File: config.mk
export PLATFORM = sky130hd
export DESIGN_NAME = cwmac_tag_verifier
export DESIGN_NICKNAME = d
export VERILOG_FILES = /design/src/rtl/cwmac_tag_verifier.sv
export SDC_FILE = /design/constraint.sdc
export NUM_CORES = 2
export LEC_CHECK = 0
export CAP_MARGIN = 20
export CORE_AREA = 2 2 542 544
export CTS_CLUSTER_SIZE = 8
export DETAILED_ROUTE_END_ITERATION = 12
export DIE_AREA = 0 0 544 546
export GPL_ROUTABILITY_DRIVEN = 0
export SLEW_MARGIN = 40
export SYNTH_ARGS = -nofsm -noshare
export SYNTH_HDL_FRONTEND = slang
export SYNTH_SLANG_ARGS = --single-unit
File: constraint.sdc
create_clock -name clock -period 2.42 [get_ports clock]
set_input_delay 0.605 -clock clock [delete_from_list [all_inputs] [get_ports clock]]
set_output_delay 0.605 -clock clock [all_outputs]
set_load 0.01 [all_outputs]
File: src/rtl/cwmac_tag_verifier.sv
// Read-side tag verifier: drives one request into a CWMACOpt engine, waits for the
// recomputed tag (or a timeout), and returns a pass/fail/timeout response.
// Handshakes: req and resp transfer on a cycle where valid && ready are both high;
// valid never depends on ready, and resp payload is held stable until it transfers.
module cwmac_tag_verifier #(
    parameter int ADDR_W  = 26,
    parameter int NONCE_W = 56,
    parameter int MSG_W   = 512,
    parameter int TAG_W   = 56,
    parameter int TIMEOUT = 255
) (
    input  logic               clock,
    input  logic               reset,
    input  logic               io_req_valid,
    output logic               io_req_ready,
    input  logic [ADDR_W-1:0]  io_req_bits_addr,
    input  logic [NONCE_W-1:0] io_req_bits_nonce,
    input  logic [MSG_W-1:0]   io_req_bits_msg,
    input  logic [TAG_W-1:0]   io_req_bits_tag,
    output logic               io_mac_source_valid,
    output logic [ADDR_W-1:0]  io_mac_source_bits_addr,
    output logic [NONCE_W-1:0] io_mac_source_bits_nonce,
    output logic [MSG_W-1:0]   io_mac_source_bits_msg,
    input  logic [TAG_W-1:0]   io_mac_tag_bits,
    input  logic               io_mac_tag_valid,
    output logic               io_mac_tag_ready,
    output logic               io_resp_valid,
    input  logic               io_resp_ready,
    output logic               io_resp_bits_ok,
    output logic               io_resp_bits_timeout,
    output logic [TAG_W-1:0]   io_resp_bits_tag,
    output logic [15:0]        io_failCount,
    output logic               io_staleDrop
);

    typedef enum logic [1:0] {
        ST_IDLE  = 2'd0,
        ST_ISSUE = 2'd1,
        ST_WAIT  = 2'd2,
        ST_RESP  = 2'd3
    } state_e;

    localparam logic [15:0] WAIT_LAST = 16'(TIMEOUT - 1);

    state_e             state_q, state_d;
    logic               rdy_q;
    logic [ADDR_W-1:0]  addr_q, addr_d;
    logic [NONCE_W-1:0] nonce_q, nonce_d;
    logic [MSG_W-1:0]   msg_q, msg_d;
    logic [TAG_W-1:0]   stored_q, stored_d;
    logic [15:0]        wait_cnt_q, wait_cnt_d;
    logic               ok_q, ok_d;
    logic               tmo_q, tmo_d;
    logic [TAG_W-1:0]   tag_q, tag_d;
    logic [15:0]        fail_cnt_q, fail_cnt_d;

    always_comb begin
        state_d    = state_q;
        addr_d     = addr_q;
        nonce_d    = nonce_q;
        msg_d      = msg_q;
        stored_d   = stored_q;
        wait_cnt_d = wait_cnt_q;
        ok_d       = ok_q;
        tmo_d      = tmo_q;
        tag_d      = tag_q;
        fail_cnt_d = fail_cnt_q;
        case (state_q)
            ST_IDLE: begin
                if (rdy_q && io_req_valid) begin
                    addr_d   = io_req_bits_addr;
                    nonce_d  = io_req_bits_nonce;
                    msg_d    = io_req_bits_msg;
                    stored_d = io_req_bits_tag;
                    state_d  = ST_ISSUE;
                end
            end
            ST_ISSUE: begin
                wait_cnt_d = '0;
                state_d    = ST_WAIT;
            end
            ST_WAIT: begin
                // A tag on the final wait cycle takes priority over the timeout.
                if (io_mac_tag_valid) begin
                    tag_d   = io_mac_tag_bits;
                    ok_d    = (io_mac_tag_bits == stored_q);
                    tmo_d   = 1'b0;
                    state_d = ST_RESP;
                end else if (wait_cnt_q == WAIT_LAST) begin
                    tag_d   = '0;
                    ok_d    = 1'b0;
                    tmo_d   = 1'b1;
                    state_d = ST_RESP;
                end else begin
                    wait_cnt_d = wait_cnt_q + 16'd1;
                end
            end
            ST_RESP: begin
                if (io_resp_ready) begin
                    state_d = ST_IDLE;
                    if (!ok_q && fail_cnt_q != 16'hFFFF) begin
                        fail_cnt_d = fail_cnt_q + 16'd1;
                    end
                end
            end
            default: state_d = ST_IDLE;
        endcase
    end

    always_ff @(posedge clock) begin
        if (reset) begin
            state_q    <= ST_IDLE;
            rdy_q      <= 1'b0;
            addr_q     <= '0;
            nonce_q    <= '0;
            msg_q      <= '0;
            stored_q   <= '0;
            wait_cnt_q <= '0;
            ok_q       <= 1'b0;
            tmo_q      <= 1'b0;
            tag_q      <= '0;
            fail_cnt_q <= '0;
        end else begin
            state_q    <= state_d;
            rdy_q      <= 1'b1;
            addr_q     <= addr_d;
            nonce_q    <= nonce_d;
            msg_q      <= msg_d;
            stored_q   <= stored_d;
            wait_cnt_q <= wait_cnt_d;
            ok_q       <= ok_d;
            tmo_q      <= tmo_d;
            tag_q      <= tag_d;
            fail_cnt_q <= fail_cnt_d;
        end
    end

    // Tags arriving outside WAIT (e.g. late after a timeout) are accepted and dropped.
    assign io_req_ready             = rdy_q && (state_q == ST_IDLE);
    assign io_mac_tag_ready         = rdy_q;
    assign io_mac_source_valid      = (state_q == ST_ISSUE);
    assign io_mac_source_bits_addr  = addr_q;
    assign io_mac_source_bits_nonce = nonce_q;
    assign io_mac_source_bits_msg   = msg_q;
    assign io_resp_valid            = (state_q == ST_RESP);
    assign io_resp_bits_ok          = ok_q;
    assign io_resp_bits_timeout     = tmo_q;
    assign io_resp_bits_tag         = tag_q;
    assign io_failCount             = fail_cnt_q;
    assign io_staleDrop             = rdy_q && io_mac_tag_valid && (state_q != ST_WAIT);

endmodule

; ---- After elaboration in Yosys (flattened, before gate mapping)
; Cells that the tools add are included.
[word_totals]
ff_bits = 743
wordCells = 54
inputBits = 711
[classes]
addsub = 2
muxes = 15
n_eq_ne = 12
reduce_logical = 14
[op_table]
columns = operator, count
row1 = $mux W56, 2
row2 = $eq A56 B56 Y1, 1
row3 = $add A16 B1 Y16 const B, 2
row4 = $mux W16, 2
row5 = $pmux W16 S2, 1
row6 = $eq A16 B8 Y1 const B, 1
row7 = $ne A16 B16 Y1 const B, 1
row8 = $reduce_and A3 Y1, 3
row9 = $mux W2, 4
row10 = $ne A2 B2 Y1 const B, 4
row11 = $pmux W2 S4, 1
row12 = $logic_and A1 B1 Y1, 5
row13 = $mux W1, 5
row14 = $eq A2 B2 Y1 const B, 2
row15 = $reduce_and A2 Y1, 2
row16 = $reduce_bool A2 Y1, 2
row17 = $ne A3 B3 Y1 const B, 1
row18 = $eq A2 B1 Y1 const B, 1
row19 = $logic_not A2 Y1, 1
row20 = $ne A2 B1 Y1 const B, 1
row21 = $logic_not A1 Y1, 1

; ---- Logic depth before layout (Yosys ltp)
[depth]
ltp_word = 4
mapped_depth = 9
depth_no_buf = 7

; ---- Least setup slack after synthesis
; No wires, ideal clock.
[synth_path]
kind = input -> register
start = input port io_mac_tag_valid
end = register wait_cnt_q[15]
setup_time_ns = 0.128
path_buffers = 2
required_ns = 2.292
path_slack_ns = 0.419
cell_stages = 7
arrival_ns = 1.874
path_cell_list = clkbuf_1 -> and2_0 -> clkbuf_1 -> nand4b_1 -> nor4_1 -> xnor2_1 -> nor2_1
[synth_between]
elab_chain_len = 2
[synth_lines]
columns = item, line_no
row1 = start: declaration, 25  ; input logic io_mac_tag_valid,
row2 = $ne A2 B2 Y1 (no line), n/a
row3 = $reduce_and A3 Y1 (no line), n/a
row4 = end signal: assignment, 130  ; wait_cnt_q <= wait_cnt_d;
row5 = end: declaration, 51  ; logic [15:0] wait_cnt_q, wait_cnt_d;
; Every way passes these cells.
; A chain may end at the register's enable or synchronous reset.

; ---- Final worst setup path
[layout_path]
start = register state_q[0]
end = output port io_staleDrop
[layout_between]
elab_chain_len = 2
[layout_lines]
columns = item, line_no
row1 = start: declaration, 45  ; state_e state_q, state_d;
row2 = start signal: assignment, 124  ; state_q <= state_d;
row3 = $ne A2 B2 Y1, 150  ; assign io_staleDrop = rdy_q && io_mac_tag_valid && (state_q != ST_WAIT);
row4 = $logic_and A1 B1 Y1, 150
row5 = end: declaration, 33  ; output logic io_staleDrop
; Every way passes these cells.

==> results.txt <==
result of the run -> finished, violations left
violations in the final reports -> negative setup slack
Fin Setup TNS -> -29.59 ps
Setup WS pre-CTS -> -630.3 ps
upper clock frequency limit -> 0.4082 GHz
Least-Margin Pin Slew -> 769.8 ps
endpoint of the most critical register-to-register path -> io_resp_bits_ok
die span in x -> 544 µm
maximum ir drop on the vdd rail -> 0.5434 mV
critical path required time -> 1810 ps
critical path arrival -> 1840 ps
cell breakdown of the critical path -> inv_4 -> ha_4 -> inv_2 -> and3_4 -> buf_12
Net count, final -> 5,441
crit path capture type -> primary output
synth unique cells -> 46
critical path launch point type -> flip-flop
DRC -> 0
unrepaired setup endpoints after global routing -> true
beginning of the worst register-to-register path -> stored_q[4]
Mapped Avg Cell Area -> 7.999 µm²
Hold Fails Final Rpt -> 0
footprint of the multi-input gates -> 0.01068 mm²
fin crit share -> 101.2%
number of register bits inferred by synthesis -> 743
layout cell share with drive strength beyond 1 -> 7.558%
HPWL reported at the end of detailed placement -> 208.6 mm
Crit Path Max Fanout -> 4
post-detailed-route wirelength per cell -> 27.34 µm
area growth from synthesis to final layout -> 84.93%
all-layer global routing usage -> 15.47%
Clock Pin Slew Worst Setup and Hold Paths -> 50 ps
time the worst path needs with I/O delays and setup -> 2450 ps
Clock Latency Late Sink -> 840 ps
worst relative slew slack -> 48.68%
max_cap viols -> 0
final worst hold slack -> 264.2 ps
Pwr per Cell Area -> 820.3 mW/mm²
hold worst-path end -> io_mac_tag_ready
core box area -> 0.2921 mm²
count of cells along the worst hold path -> 2
port buffer count -> 1,383
Yosys Warn Count -> 0
Post-synth EDFFs -> 0
Area contributors post-synth -> dfxtp_1 (56%), nand2_1 (19%), a21oi_1 (13%), clkbuf_1 (3.2%), xnor2_1 (1.6%)
Reg2Reg Setup Slack -> 10 ps
nets in the synthesized netlist -> 4,026
top_reg_cell synth -> dfxtp_1
die outline area -> 0.2970 mm²
count of vias placed by the detailed router -> 30,120
Pre-Repair DR Iteration Count -> 6
Iter 0 DRT Violations -> 2,526
# fillers -> 33,140
kind of cell adding the most delay to the critical path -> flip-flops
number of hold buffers added after CTS -> 0
library cell used as clock root buffer -> clkbuf_16
worst min-delay path category -> in2reg
initial core utilization -> 9.057%
largest net degree at the start of global routing -> 131
overall routed net length -> 240.2 mm
drt via density -> 3.429
TritonCTS clock tree -> done
residual overflow from global routing -> 0
skew final -> 46.78 ps
Final Core Density -> 16.75%
antenna violations before repair -> 346
clock sink total -> 743
DIE HEIGHT -> 546 µm
Synth Instances -> 3,307
final worst-path setup slack -> -29.59 ps
maximum root-to-sink buffer count -> 4
design area -> 0.04892 mm²
H-tree levels -> 3
placed cell count -> 8,523
Reg area -> 0.01489 mm²
number of antenna-violating nets in the routed design -> 0
cell type of the slowest stage on the worst timing path -> dfxtp_2
HP Start -> reset
post-synthesis instance area -> 0.02645 mm²
number of standard cells in the layout, taps in and fillers out -> 8,785
first-pass GRT wire length -> 297.0 mm
final count of negative-setup-slack endpoints -> 1
total CTS buffers -> 114
sequential cell area fraction in the yosys report -> 56.23%
I/O pin cnt -> 1,384
standard-cell rows -> 199
leading area contributor after synthesis -> dfxtp_1
placed instance area -> 0.04597 mm²
final slew viol count -> 0
asr flop ratio synth -> 0%
top cell type's share of synthesized area -> 56.23%
total power draw -> 40.13 mW
Leakage Power -> 18.28 nW
Largest stage delay, worst path -> 360 ps
crit path buf inv count -> 3
cells on worst reg2reg path -> 6
Worst Path Class, Setup -> reg2out
vias in the first global route -> 27,920
==> report_power, final <==
part | internal, mW | total (mW) | leakage [nW] | switching [mW]
logic | 4.59 | 10.8 | 10.7 | 6.24
registers | 13.7 | 14.5 | 6.05 | 0.816
clock network | 8.56 | 14.8 | 1.53 | 6.20
==> worst max path at each step <==
stage | startpoint | end | slack [ps] | cells past startpoint
6_report | state_q[0] | io_staleDrop | -30 | 5
5_1_grt | state_q[0] | io_staleDrop | -100 | 5
4_1_cts | state_q[0] | io_staleDrop | -230 | 6
3_5_place_dp | io_mac_tag_bits[4] | io_resp_bits_ok | -630 | 7
3_3_place_gp | io_mac_tag_bits[4] | io_resp_bits_ok | -610 | 7
2_1_floorplan | io_mac_tag_valid | wait_cnt_q[15] | 420 | 7
==> synth_stat cells, types with 2 or more instances <==
master / count
or4_1: 8
or3_1: 4
o211ai_1: 2
buf_2: 2
dfxtp_1: 743
buf_6: 4
xnor2_1: 47
and4_1: 4
nand3b_1: 2
o21ai_0: 9
nor3_1: 10
and3_1: 6
nor2b_1: 3
xor2_1: 25
and2_1: 2
o31ai_1: 4
clkbuf_1: 224
ha_1: 8
inv_1: 8
a22oi_1: 36
nor4_1: 11
nand2_1: 1315
nand3_1: 15
a22oi_2: 20
a21oi_1: 662
nor2_1: 81
buf_1: 13
nand4_1: 21
==> worst reg2reg max path, cell delays in order, from the launching register on <==
cell	delay (ps)
dfxtp_1	320
xnor2_1	490
nand4_1	530
buf_4	350
nor4_1	240
nand4_1	150
o31ai_1	220
==> cells in the final DEF (no fill, tap or decap), types with 3 or more instances in the layout <==
| cell type | synthesis | layout |
|---|---|---|
| clkdlybuf4s15_1 | 0 | 8 |
| o21ai_0 | 9 | 9 |
| xnor2_1 | 47 | 47 |
| dlygate4sd2_1 | 0 | 442 |
| or3_1 | 4 | 4 |
| ha_1 | 8 | 5 |
| a21oi_1 | 662 | 662 |
| and3_1 | 6 | 4 |
| or4_1 | 8 | 8 |
| clkdlybuf4s15_2 | 0 | 3 |
| clkbuf_1 | 224 | 8 |
| nor2_1 | 81 | 81 |
| o31ai_1 | 4 | 4 |
| a22oi_1 | 36 | 36 |
| nor2b_1 | 3 | 3 |
| and4_1 | 4 | 4 |
| ha_4 | 0 | 3 |
| clkbuf_8 | 0 | 6 |
| inv_1 | 8 | 5 |
| nor4_1 | 11 | 11 |
| clkdlybuf4s50_1 | 0 | 917 |
| buf_4 | 0 | 125 |
| clkinvlp_4 | 0 | 3 |
| nor3_1 | 10 | 10 |
| clkbuf_16 | 0 | 115 |
| nand4_1 | 21 | 21 |
| clkinv_2 | 0 | 8 |
| buf_6 | 4 | 3 |
| dfxtp_2 | 0 | 10 |
| nand3_1 | 15 | 14 |
| xor2_1 | 25 | 25 |
| nand2_1 | 1315 | 1315 |
| dfxtp_1 | 743 | 732 |
| diode_2 | 0 | 116 |
| a22oi_2 | 20 | 20 |
| buf_12 | 0 | 42 |
==> flip-flops by register name, indices dropped and copies added, names as in the netlist <==
register / flops
io_mac_tag_ready: 1
state_q: 2
io_mac_source_bits_nonce: 56
io_resp_bits_tag: 56
io_resp_bits_ok: 1
io_mac_source_bits_msg: 512
io_mac_source_bits_addr: 26
io_resp_bits_timeout: 1
io_failCount: 16
wait_cnt_q: 16
stored_q: 56
==> final cells by class <==
cell class	count	area share, %
diodes	116	0.5934
clock buffers	129	6.113
clock inverters	15	0.2813
inverters	8	0.07161
multi-input cells	2313	21.82
flip-flops and latches	743	30.44
well taps	3919	10.02
repair buffers	1542	30.66
==> metal layers <==
layer | track usage, % | vias to the layer above | part of all wire, %
met2 | 20.85 | 1801 | 38
met1 | 16.61 | 13730 | 36
met4 | 6.457 | 256 | 4.5
li1 | - | 13770 | -
met3 | 13.99 | 571 | 21
met5 | 0 | - | 0.71
==> kinds of logic after synthesis <==
family	share of synthesized area (%)
XOR/XNOR	2.384
buffers and inverters	3.685
AND/OR/NAND/NOR	22.13
AO/OA/AOI/OAI	15.15
flip-flops	56.23
adder cells (fa/ha/maj)	0.3784
multiplexers	0.03784
==> timing repair <==
item,4_1_cts,5_1_grt
setup endpoints to repair,457,2
gates resized for setup,507,5
setup buffers,3,2
pin swaps,1,3
(Power assumes the default switching activity.)
